==> config.mk <==
export PLATFORM = sky130hd
export DESIGN_NAME = tilelink_ad_initiator
export DESIGN_NICKNAME = d
export VERILOG_FILES = /design/src/rtl/tilelink_ad_pkg.sv /design/src/rtl/tilelink_ad_mask_gen.sv /design/src/rtl/tilelink_ad_initiator.sv
export SDC_FILE = /design/constraint.sdc
export NUM_CORES = 1
export LEC_CHECK = 0
export ABC_AREA = 1
export CORE_ASPECT_RATIO = 0.8
export CORE_MARGIN = 10
export CORE_UTILIZATION = 40
export DETAILED_ROUTE_END_ITERATION = 10
export PLACE_DENSITY_LB_ADDON = 0.12
export SETUP_SLACK_MARGIN = 0.2
export SYNTH_ARGS = -nofsm -noshare
export SYNTH_HDL_FRONTEND = slang
export SYNTH_HIERARCHICAL = 1
export SYNTH_SLANG_ARGS = --single-unit
export TNS_END_PERCENT = 20
==> constraint.sdc <==
create_clock -name clock -period 3.2 [get_ports clock]
set_clock_uncertainty 0.05 [all_clocks]
set_input_delay 0.32 -clock clock [delete_from_list [all_inputs] [get_ports clock]]
set_output_delay 0.32 -clock clock [all_outputs]
set_load 0.05 [all_outputs]
==> src/rtl/tilelink_ad_pkg.sv <==
// tilelink_ad_pkg
// Shared definitions for the TileLink-UL A/D initiator and its responder
// counterpart (tilelink_ad_dummy).
//   - A and D channel opcode encodings
//   - initiator FSM state enum
//   - expected_d_opcode(): the D opcode that answers a given A request
//   - beat_count(): number of D beats a request produces
package tilelink_ad_pkg;

  // Channel A opcodes
  localparam logic [2:0] A_PUT_FULL_DATA = 3'd0;
  localparam logic [2:0] A_GET           = 3'd4;

  // Channel D opcodes
  localparam logic [2:0] D_ACCESS_ACK      = 3'd0;
  localparam logic [2:0] D_ACCESS_ACK_DATA = 3'd1;

  typedef enum logic [2:0] {
    IDLE = 3'd0,
    REQ  = 3'd1,
    RESP = 3'd2,
    ERR  = 3'd3,
    HUNG = 3'd4
  } state_t;

  // A Put is acknowledged without data; a Get returns data.
  function automatic logic [2:0] expected_d_opcode(input logic write);
    return write ? D_ACCESS_ACK : D_ACCESS_ACK_DATA;
  endfunction

  // A Get larger than one bus word is split into bus-word beats. A Put is
  // always one beat, and anything smaller than a bus word is still one beat.
  // The result saturates at 16 so it fits the 4-bit beat counter for any
  // legal size.
  function automatic logic [4:0] beat_count(input logic write,
                                            input logic [2:0] size,
                                            input int lb);
    int n;
    n = (32'd1 << size) >> lb;
    if (write || n < 1) begin
      return 5'd1;
    end
    if (n > 16) begin
      return 5'd16;
    end
    return 5'(n);
  endfunction

endpackage

==> src/rtl/tilelink_ad_mask_gen.sv <==
// tilelink_ad_mask_gen
// Combinational byte-lane mask for a TileLink A request.
// Ports:
//   size      in  3      log2 of the transfer size in bytes
//   addr_lsbs in  LB     byte offset of the address within the bus word
//   mask      out BYTES  one bit per active byte lane
// Transfers of a full bus word or larger enable every lane; smaller ones
// enable 1<<size lanes starting at the address offset.
module tilelink_ad_mask_gen #(
  parameter int BYTES = 4,
  parameter int LB    = 2
) (
  input  logic [2:0]       size,
  input  logic [LB-1:0]    addr_lsbs,
  output logic [BYTES-1:0] mask
);

  // Per-lane window test: lane i is active when it falls inside
  // [offset, offset + (1<<size)).
  always_comb begin
    mask = '0;
    for (int i = 0; i < BYTES; i++) begin
      if (int'(size) >= LB) begin
        mask[i] = 1'b1;
      end else if ((i >= int'(addr_lsbs)) &&
                   (i < int'(addr_lsbs) + int'(32'd1 << size))) begin
        mask[i] = 1'b1;
      end
    end
  end

endmodule

==> src/rtl/tilelink_ad_initiator.sv <==
// tilelink_ad_initiator
// TileLink-UL A/D initiator. Each accepted command becomes one Get or
// PutFullData on channel A; the channel D beats come back one by one on the
// response port. One transaction is outstanding at a time.
// Ports:
//   clock, reset_n              clock, synchronous active-low reset
//   cmd_valid/ready             command handshake
//   cmd_write/address/size/data command fields (1=Put, 0=Get)
//   a_valid/ready, a_bits_*     channel A (initiator drives)
//   d_valid/ready, d_bits_*     channel D (responder drives)
//   rsp_valid/ready             response handshake
//   rsp_data/last/error         response fields
//   proto_err                   sticky: a D beat had a wrong opcode/source/size
//   hung                        sticky: watchdog fired, waiting for reset
`ifndef RISCV_FORMAL_XLEN
`define RISCV_FORMAL_XLEN 32
`endif

module tilelink_ad_initiator
  import tilelink_ad_pkg::*;
#(
  parameter int XLEN      = `RISCV_FORMAL_XLEN,
  parameter int SRC_W     = 5,
  parameter int SOURCE_ID = 0,
  parameter int MAX_SIZE  = 6,
  parameter int TIMEOUT   = 1024
) (
  input  logic                  clock,
  input  logic                  reset_n,

  input  logic                  cmd_valid,
  output logic                  cmd_ready,
  input  logic                  cmd_write,
  input  logic [31:0]           cmd_address,
  input  logic [2:0]            cmd_size,
  input  logic [XLEN-1:0]       cmd_data,

  output logic                  a_valid,
  input  logic                  a_ready,
  output logic [2:0]            a_bits_opcode,
  output logic [2:0]            a_bits_param,
  output logic [2:0]            a_bits_size,
  output logic [SRC_W-1:0]      a_bits_source,
  output logic [31:0]           a_bits_address,
  output logic [XLEN/8-1:0]     a_bits_mask,
  output logic [XLEN-1:0]       a_bits_data,

  input  logic                  d_valid,
  output logic                  d_ready,
  input  logic [2:0]            d_bits_opcode,
  input  logic [2:0]            d_bits_size,
  input  logic [SRC_W-1:0]      d_bits_source,
  input  logic [XLEN-1:0]       d_bits_data,

  output logic                  rsp_valid,
  input  logic                  rsp_ready,
  output logic [XLEN-1:0]       rsp_data,
  output logic                  rsp_last,
  output logic                  rsp_error,

  output logic                  proto_err,
  output logic                  hung
);

  localparam int BYTES = XLEN / 8;
  localparam int LB    = $clog2(BYTES);
  localparam int WD_W  = $clog2(TIMEOUT) + 1;

  state_t state;
  state_t state_next;

  logic              cmd_write_q;
  logic [31:0]       cmd_address_q;
  logic [2:0]        cmd_size_q;
  logic [XLEN-1:0]   cmd_data_q;

  logic [3:0]        beat_cnt;
  logic [WD_W-1:0]   wd_cnt;

  // err_sent: the ERR response is already sitting in the response register.
  // hang_rsp_pending: watchdog fired while the register was still occupied.
  logic              err_sent;
  logic              hang_rsp_pending;

  logic              cmd_fire;
  logic              a_fire;
  logic              d_fire;
  logic              rsp_fire;
  logic              rsp_free;
  logic              cmd_illegal;
  logic [4:0]        beats;
  logic              final_beat;
  logic              d_mismatch;
  logic              timeout;
  logic              load_d;
  logic              load_err;
  logic              load_hang;

  assign cmd_fire = cmd_valid && cmd_ready;
  assign a_fire   = a_valid && a_ready;
  assign d_fire   = d_valid && d_ready;
  assign rsp_fire = rsp_valid && rsp_ready;

  // The single response slot can take a new entry when it is empty or is
  // being consumed this cycle.
  assign rsp_free = !rsp_valid || rsp_ready;

  // Oversized, misaligned, or a Put wider than one bus word.
  assign cmd_illegal = (int'(cmd_size) > MAX_SIZE) ||
                       ((cmd_address & ((32'd1 << cmd_size) - 32'd1)) != 32'd0) ||
                       (cmd_write && (int'(cmd_size) > LB));

  assign beats      = beat_count(cmd_write_q, cmd_size_q, LB);
  assign final_beat = ({1'b0, beat_cnt} == (beats - 5'd1));

  assign d_mismatch = (d_bits_opcode != expected_d_opcode(cmd_write_q)) ||
                      (d_bits_source != SRC_W'(SOURCE_ID)) ||
                      (d_bits_size != cmd_size_q);

  // A handshake in the same cycle resets the watchdog, so it must not fire.
  assign timeout = ((state == REQ) || (state == RESP)) &&
                   (wd_cnt == WD_W'(TIMEOUT - 1)) && !a_fire && !d_fire;

  assign load_d    = (state == RESP) && d_fire;
  assign load_err  = (cmd_fire && cmd_illegal && rsp_free) ||
                     ((state == ERR) && !err_sent && rsp_free);
  assign load_hang = (timeout && rsp_free) ||
                     ((state == HUNG) && hang_rsp_pending && rsp_free);

  // Channel A fields come straight from the latched command so they stay
  // stable for as long as a_valid waits on a_ready.
  assign a_bits_opcode  = cmd_write_q ? A_PUT_FULL_DATA : A_GET;
  assign a_bits_param   = 3'd0;
  assign a_bits_size    = cmd_size_q;
  assign a_bits_source  = SRC_W'(SOURCE_ID);
  assign a_bits_address = cmd_address_q;
  assign a_bits_data    = cmd_data_q;

  tilelink_ad_mask_gen #(
    .BYTES (BYTES),
    .LB    (LB)
  ) u_mask_gen (
    .size      (cmd_size_q),
    .addr_lsbs (cmd_address_q[LB-1:0]),
    .mask      (a_bits_mask)
  );

  // State register.
  always_ff @(posedge clock) begin
    if (!reset_n) begin
      state <= IDLE;
    end else begin
      state <= state_next;
    end
  end

  // Next-state and handshake outputs. d_ready in RESP only opens when the
  // response slot can accept the beat, so no beat is ever dropped. HUNG
  // sinks any late D traffic without reporting it.
  always_comb begin
    state_next = state;
    cmd_ready  = 1'b0;
    a_valid    = 1'b0;
    d_ready    = 1'b0;
    case (state)
      IDLE: begin
        cmd_ready = reset_n;
        if (cmd_fire) begin
          state_next = cmd_illegal ? ERR : REQ;
        end
      end
      REQ: begin
        a_valid = 1'b1;
        if (timeout) begin
          state_next = HUNG;
        end else if (a_fire) begin
          state_next = RESP;
        end
      end
      RESP: begin
        d_ready = rsp_free;
        if (timeout) begin
          state_next = HUNG;
        end else if (d_fire && final_beat) begin
          state_next = IDLE;
        end
      end
      ERR: begin
        if (err_sent && rsp_fire) begin
          state_next = IDLE;
        end
      end
      HUNG: begin
        d_ready = 1'b1;
      end
      default: begin
        state_next = IDLE;
      end
    endcase
  end

  // Command latch, counters, response register and sticky flags.
  always_ff @(posedge clock) begin
    if (!reset_n) begin
      cmd_write_q      <= 1'b0;
      cmd_address_q    <= '0;
      cmd_size_q       <= '0;
      cmd_data_q       <= '0;
      beat_cnt         <= '0;
      wd_cnt           <= '0;
      err_sent         <= 1'b0;
      hang_rsp_pending <= 1'b0;
      rsp_valid        <= 1'b0;
      rsp_data         <= '0;
      rsp_last         <= 1'b0;
      rsp_error        <= 1'b0;
      proto_err        <= 1'b0;
      hung             <= 1'b0;
    end else begin
      if (cmd_fire) begin
        cmd_write_q   <= cmd_write;
        cmd_address_q <= cmd_address;
        cmd_size_q    <= cmd_size;
        cmd_data_q    <= cmd_data;
      end

      // Watchdog: restarts on every transfer, only runs while waiting on
      // the bus.
      if (cmd_fire || a_fire || d_fire) begin
        wd_cnt <= '0;
      end else if ((state == REQ) || (state == RESP)) begin
        wd_cnt <= wd_cnt + 1'b1;
      end else begin
        wd_cnt <= '0;
      end

      // Beat counter stops on the final beat rather than wrapping.
      if (cmd_fire) begin
        beat_cnt <= '0;
      end else if (load_d && !final_beat) begin
        beat_cnt <= beat_cnt + 4'd1;
      end

      if (cmd_fire) begin
        err_sent <= cmd_illegal && rsp_free;
      end else if ((state == ERR) && !err_sent && rsp_free) begin
        err_sent <= 1'b1;
      end

      if (timeout) begin
        hang_rsp_pending <= !rsp_free;
      end else if ((state == HUNG) && rsp_free) begin
        hang_rsp_pending <= 1'b0;
      end

      if (load_d) begin
        rsp_valid <= 1'b1;
        rsp_data  <= d_bits_data;
        rsp_last  <= final_beat;
        rsp_error <= d_mismatch;
      end else if (load_err || load_hang) begin
        rsp_valid <= 1'b1;
        rsp_data  <= '0;
        rsp_last  <= 1'b1;
        rsp_error <= 1'b1;
      end else if (rsp_fire) begin
        rsp_valid <= 1'b0;
      end

      if (load_d && d_mismatch) begin
        proto_err <= 1'b1;
      end

      if (timeout) begin
        hung <= 1'b1;
      end
    end
  end

endmodule

==> metrics.txt, run 1 <==
TritonCTS clock tree=done; routed wire length=16500 um; Routed Antenna Nets=0; Final Hold Violating Endpoints=0; CP most frequent cell=inv_1; via count=4888; Post-Synth Simple-Gate Area=20.8%; Hold Path End=wd_cnt[0]$_SDFF_PP0_; vias in the first global route=4890; syn avg cell area=8.57 um2; Finish-stage setup viols=0; boundary pin count=239; mapped cell area=5060 um2; Post-synth top cells=125 x dfxtp_1, 102 x nand2_1, 59 x a22o_1, 50 x inv_1, 48 x a21oi_1; DRT iter0 DRCs=323; Largest delay share family, worst path=buffers and inverters; worst-path cell chain=nor2_4 > inv_1 > nor2_1 > ha_1 > inv_1 > fa_1 > inv_1 > nand2_1 > nand3_1 > nand2_1 > inv_1 > clkdlybuf4s15_1; clock-pin slew on the worst setup and hold paths=50 ps; area grow syn2layout=55.9%; first-pass GRT wire length=26300 um; placed cell areas=7380 um2; Reg2Reg Capture Point=beat_cnt[3]$_SDFFE_PP0P_; worst min path class=reg -> reg; layout cell share with drive strength beyond 1=6.00%; diode count=0; Post-synth EDFFs=0; CTS max path bufs=2; postcts setup bufs=0; Fmax=0.330 GHz; initial antenna violation count=1; Final min period=3030 ps; Vert. Die Dim=121 um; routed len/inst=16.7 um; Synth Flop Type=dfxtp_1; DR pass1 iterations=4; Worst Hold Path Cells=1; # DRC=0; most frequent cell after synthesis=dfxtp_1; Clock Latency Late Sink=420 ps; CP max FO=7; largest net degree at the start of global routing=58; sequential power share=32.7%; Inserted Clock Buffers=17; cells taking the most area after synthesis=dfxtp_1 49%, a22o_1 10%, nand2_1 7.6%; slew margin rel.=59.9%; status=completed; DP Wirelength=12400 um; P_int=3620 uW; Post-CTS Hold Fix Bufs=0; Synth async-reset ratio=0%; hold_sp=wd_cnt[0]$_SDFF_PP0_; final worst path period share=94.7%; Worst R2R Path Depth=13; global route overflow=0; CP required=2830 ps; FP Rows=36; Pleak=0.00315 uW; routability cong.=0.819; total of max-cap violations=0; post-synthesis xor/xnor area fraction=1.56%; setup TNS=0 ps; Post-Synth Adder-Cell Area=1.88%; Setup crit end kind=output port; Yosys reg bits=125; CTS Sinks=125; worst vdd ir=0.000446 V; post-synthesis mux area share=0%; top cell type's share of synthesized area=49.5%; Distinct cells, synth=32; post-route cell area=7880 um2; Buf/Inv on CP=5; pwr/cell area=748 nW/um2; Final #Nets=935; die area=17600 um2; Post-Syn Instances=590; root buf cell=clkbuf_16; P_sw=2270 uW; Worst Path Arrival=2660 ps; Overall Global Routing Usage=18.4%; die width=146 um; clock group share of total power=28.9%; largest family of logic cells by synthesized area=simple AND/OR/NAND/NOR gates; CP max stage delay=490 ps; Seq/Total Area, Yosys=49.5%; slowest stage cell on the critical path=clkdlybuf4s15_1; Least-Margin Pin Slew=602 ps; RSZ-0062 raised after global routing=yes; Initial Utilization=41.1%; CTS H-tree lvls=4; Comb power frac=38.4%; DR vias/cell=4.95; post-synthesis compound-gate area fraction=17.0%; Pins Over Slew Limit=0; leading area contributor after synthesis=dfxtp_1; flop-to-flop setup slack=1080 ps; CP Launch Type=register; reg-to-reg startpoint=cmd_write_q$_SDFFE_PN0P_; sw frac=38.6%; CP Class=reg -> out; IO buf count=228; synth warn=6; core area=12300 um2
-- routing by layer --
layer | track usage [%] | wire length, um
met1 | 20.9 | 6960
met2 | 30.6 | 8110
met5 | 0 | 7
met3 | 8.09 | 1250
met4 | 6.31 | 211
-- final cells by class --
cell class	count	area, um2
multi-input combinational	378	2130
inverter	55	206
clock inverter	4	45.0
fill	1057	4410
timing repair buffer	234	2320
sequential	125	2500
clock buffer	21	460
tap	171	214
-- placed cells by master, fill, tap and decap left out, types with 2 or more instances in the layout --
master and n:
nand2_2 3, ha_1 6, clkbuf_16 17, xor2_1 5
nand3_1 27, nand4_1 36, nand3_2 2, nor2_2 4
a22o_1 59, o21ai_0 15, dlygate4sd2_1 2, clkbuf_8 2
a21oi_1 48, conb_1 10, buf_4 7, clkinv_2 3
inv_2 5, inv_1 50, nor2_1 39, nor3b_1 3
clkbuf_1 2, clkdlybuf4s50_1 223, dfxtp_1 125, nor4_1 2
nor3_1 2, nor2_4 2, o22ai_1 3, xnor2_1 4
nand2_1 102
-- flip-flops by register name, indices dropped and copies added, names as in the netlist, 3 cells and up --
register,count
a_bits_address,32
a_bits_data,32
a_bits_size,3
beat_cnt,4
rsp_data,32
state,3
wd_cnt,11
-- per-stage QoR --
step           util (%)  std cells  power (uW)  setup WS (ps)  hold slack [ps]
3_3_place_gp       60.0        963        4210            410              374
2_1_floorplan         -        599        3450            367              368
4_1_cts            64.1        988        5950           98.4              396
5_1_grt            64.1        988        6150           23.3              410
3_5_place_dp       60.0        963        4250            315              388
6_report           64.1        988        5890            169              400
-- power by group through the flow --
| stage | Sequential, uW | Clock [uW] | Combinational, uW |
|---|---|---|---|
| global route | 1960 | 1800 | 2390 |
| detailed placement | 1950 | 0 | 2290 |
| finish | 1930 | 1700 | 2260 |
| floorplan | 2630 | 0 | 829 |
| CTS | 1930 | 1740 | 2280 |
| global placement | 1950 | 0 | 2270 |
-- what timing repair did --
action / in CTS / in global routing
setup endpoints to repair: 4 / 4
pin swaps: 0 / 0
gates resized for setup: 3 / 2
-- worst register-to-register path, cell delays in order, from the launching register on --
cell and delay (ps):
dfxtp_1 380, inv_1 120, nand2_1 140, nand2_1 110, ha_1 310, xor2_1 130
nand3_1 90, nor2_1 140, nand3_1 90, nand2_1 170, inv_2 80, nand2_1 70
nand2_1 50, a21oi_1 120
-- worst max-delay path by stage --
stage / cells past startpoint / from / end
6_report: 12 / a_bits_size[1]$_SDFFE_PN0P_ / a_bits_mask[2]
5_1_grt: 12 / a_bits_size[1]$_SDFFE_PN0P_ / a_bits_mask[2]
4_1_cts: 8 / a_bits_size[1]$_SDFFE_PN0P_ / a_bits_mask[3]
3_5_place_dp: 12 / a_bits_size[1]$_SDFFE_PN0P_ / a_bits_mask[2]
3_3_place_gp: 12 / a_bits_size[1]$_SDFFE_PN0P_ / a_bits_mask[2]
2_1_floorplan: 9 / a_bits_size[1]$_SDFFE_PN0P_ / a_bits_mask[0]
-- cells by family after synthesis --
family	count (synthesis)
other	1
DFF	125
adders and majority gates	7
AOI/OAI and AO/OA	126
xor gates and xnor gates	9
buffers and inverters	96
and+or+nand+nor	226
(Power assumes the default switching activity.)
==> inputs of run 2 (changes only) <==
--- a/config.mk
+++ b/config.mk
@@ -9,3 +9,3 @@
 export CORE_ASPECT_RATIO = 0.8
-export CORE_MARGIN = 10
+export CORE_MARGIN = 5
 export CORE_UTILIZATION = 40
==> constraint.sdc (replaced) <==
create_clock -name clock -period 3.2 [get_ports clock]
set_clock_uncertainty 0.05 [all_clocks]
set_input_delay 0.64 -clock clock [delete_from_list [all_inputs] [get_ports clock]]
set_output_delay 0.64 -clock clock [all_outputs]
set_load 0.05 [all_outputs]
==> run 2 against run 1 <==
- largest power group unchanged
- cell count up 1.1%
- critical path type unchanged
- setup slack better by 99 ps
- highest routed layer is now met4
- wire length decreased by 5.6%
- critical endpoint unchanged
- non-clock buffer count is 4 higher
==> metrics.txt, run 2 (synthesis results as in run 1) <==
status=completed; most frequent cells in the layout=222 x clkdlybuf4s50_1, 124 x dfxtp_1, 102 x nand2_1, 59 x a22o_1, 50 x inv_1; worst vdd ir=0.000509 V (+14%); CTS Sinks=125 (unchanged); flop-to-flop setup slack=780 ps (-300 ps); Vert. Die Dim=111 um (-8.3%); commonest non-fill, non-tap cell in the layout=clkdlybuf4s50_1; routed wire length=15600 um (-5.6%); root buf cell=clkbuf_16; reg-to-reg startpoint=state[1]$_SDFFE_PN0P_; initial antenna violation count=0 (-1); FP Rows=36 (unchanged); # DRC=0 (unchanged); worst-path cell chain=nor2_4 > inv_1 > nor2_1 > ha_1 > inv_1 > fa_1 > inv_1 > nand2_1 > nand3_1 > nand2_1 > inv_1 > buf_12; Worst Hold Path Cells=1 (unchanged); vias in the first global route=4953 (+1.3%); Reg2Reg Capture Point=wd_cnt[3]$_SDFF_PP0_; Clock Latency Late Sink=410 ps (about the same); global route overflow=0 (unchanged); post-route cell area=8070 um2 (+2.4%); Routed Antenna Nets=0 (unchanged); Final Hold Violating Endpoints=0 (unchanged); Pins Over Slew Limit=0 (unchanged); slowest stage cell on the critical path=fa_1; CP max FO=7 (unchanged); largest net degree at the start of global routing=58 (unchanged); die width=136 um (-6.9%); Inserted Clock Buffers=17 (unchanged); Worst Path Arrival=2240 ps (-420 ps); RSZ-0062 raised after global routing=yes; slew margin rel.=25.9% (-34 points); Post-Place Cells=966 (+0.31%); clock-pin slew on the worst setup and hold paths=50 ps (about the same); layout cell share with drive strength beyond 1=8.33% (+2.3 points); Fmax=0.341 GHz (+3.4%); Setup crit end kind=output port; diode count=0 (unchanged); Worst R2R Path Depth=6 (-7); via count=4979 (+1.9%); routed len/inst=15.6 um (-6.7%); final worst path period share=91.6% (-3.1 points); setup TNS=0 ps (unchanged); placed cell areas=7420 um2 (+0.51%); CP Class=reg -> out; hold_sp=wd_cnt[0]$_SDFF_PP0_; core area=12300 um2 (unchanged); CP max stage delay=520 ps (+30 ps); DR vias/cell=4.98 (+0.74%); CP Launch Type=register; boundary pin count=239 (unchanged); CP required=2510 ps (-320 ps); CTS H-tree lvls=4 (unchanged); Finish-stage setup viols=0 (unchanged); first-pass GRT wire length=24900 um (-5.2%); TritonCTS clock tree=done; die area=15000 um2 (-15%); IO buf count=228 (unchanged); Layout Cells excl Fill=999 (+1.1%); Pleak=0.00324 uW (+2.8%); pwr/cell area=782 nW/um2 (+4.6%); CP most frequent cell=inv_1; Final #Nets=939 (+0.43%); Hold Path End=wd_cnt[0]$_SDFF_PP0_; DP Wirelength=11500 um (-7.4%); Overall Global Routing Usage=20.5% (+2.1 points); Final min period=2930 ps (-98.9 ps); routability cong.=0.827 (+0.96%); Least-Margin Pin Slew=1110 ps (+507 ps); DR pass1 iterations=6 (+2); Initial Utilization=41.1% (unchanged); DRT iter0 DRCs=326 (+0.93%); total of max-cap violations=0 (unchanged); area grow syn2layout=59.6%; worst min path class=reg -> reg; CTS max path bufs=2 (unchanged)
[run 2: critical path, delay by kind of cell, from the launching register on]
kind	cells	cell delay (ps)
buf+inv	5	360
simple gates	5	420
fa+ha+maj	2	670
flops	1	370
[run 2: per-stage QoR]
step | total power [uW] | utilization (%) | hold WS [ps] | setup slack [ps]
after floorplan | 3460 | - | 368 | 266
after global placement | 4230 | 60.3 | 379 | 146
after detailed placement | 4270 | 60.3 | 400 | 49.5
after CTS | 6360 | 65.6 | 413 | 211
after global routing | 6600 | 65.6 | 431 | 148
final | 6310 | 65.6 | 403 | 268
[run 2: cell type report]
type	instances	area, um2
clock inverter	11	163
sequential	125	2510
fill	1011	4230
tap	171	214
timing repair buffer	238	2370
inverter	55	206
multi-input combinational	378	2130
clock buffer	21	480
[run 2: report_power, final]
group | total, uW | switching [uW] | internal (uW)
Sequential | 1930 | 151 | 1780
Combinational | 2320 | 1500 | 817
Clock | 2060 | 678 | 1380
Total | 6310 | 2330 | 3980
[run 2: how the worst max path moves through the flow]
| stage | end | from | slack [ps] |
|---|---|---|---|
| after CTS | a_bits_mask[2] | a_bits_size[1]$_SDFFE_PN0P_ | 210 |
| after floorplan | a_bits_mask[0] | a_bits_size[1]$_SDFFE_PN0P_ | 270 |
| after global routing | a_bits_mask[2] | a_bits_size[1]$_SDFFE_PN0P_ | 150 |
| final | a_bits_mask[2] | a_bits_size[1]$_SDFFE_PN0P_ | 270 |
| after detailed placement | wd_cnt[2]$_SDFF_PP0_ | reset_n | 50 |
| after global placement | wd_cnt[9]$_SDFF_PP0_ | reset_n | 150 |
[run 2: metal layers]
metal	GRT usage, %	routed length [um]	up-vias	share of wire (%)
li1	-	-	2449	-
met1	24.4	6590	2326	42
met2	33.2	7540	172	48
met3	7.09	1040	32	6.6
met4	9.74	448	0	2.9
met5	0	0	-	0
[run 2: what timing repair did]
item                                    CTS  global route
endpoints found under the setup margin    2             3
hold buffers                              0             0
buffers inserted                          1             0
gates resized for setup                   0             2
pin swaps                                 1             0
cloned                                    0             0
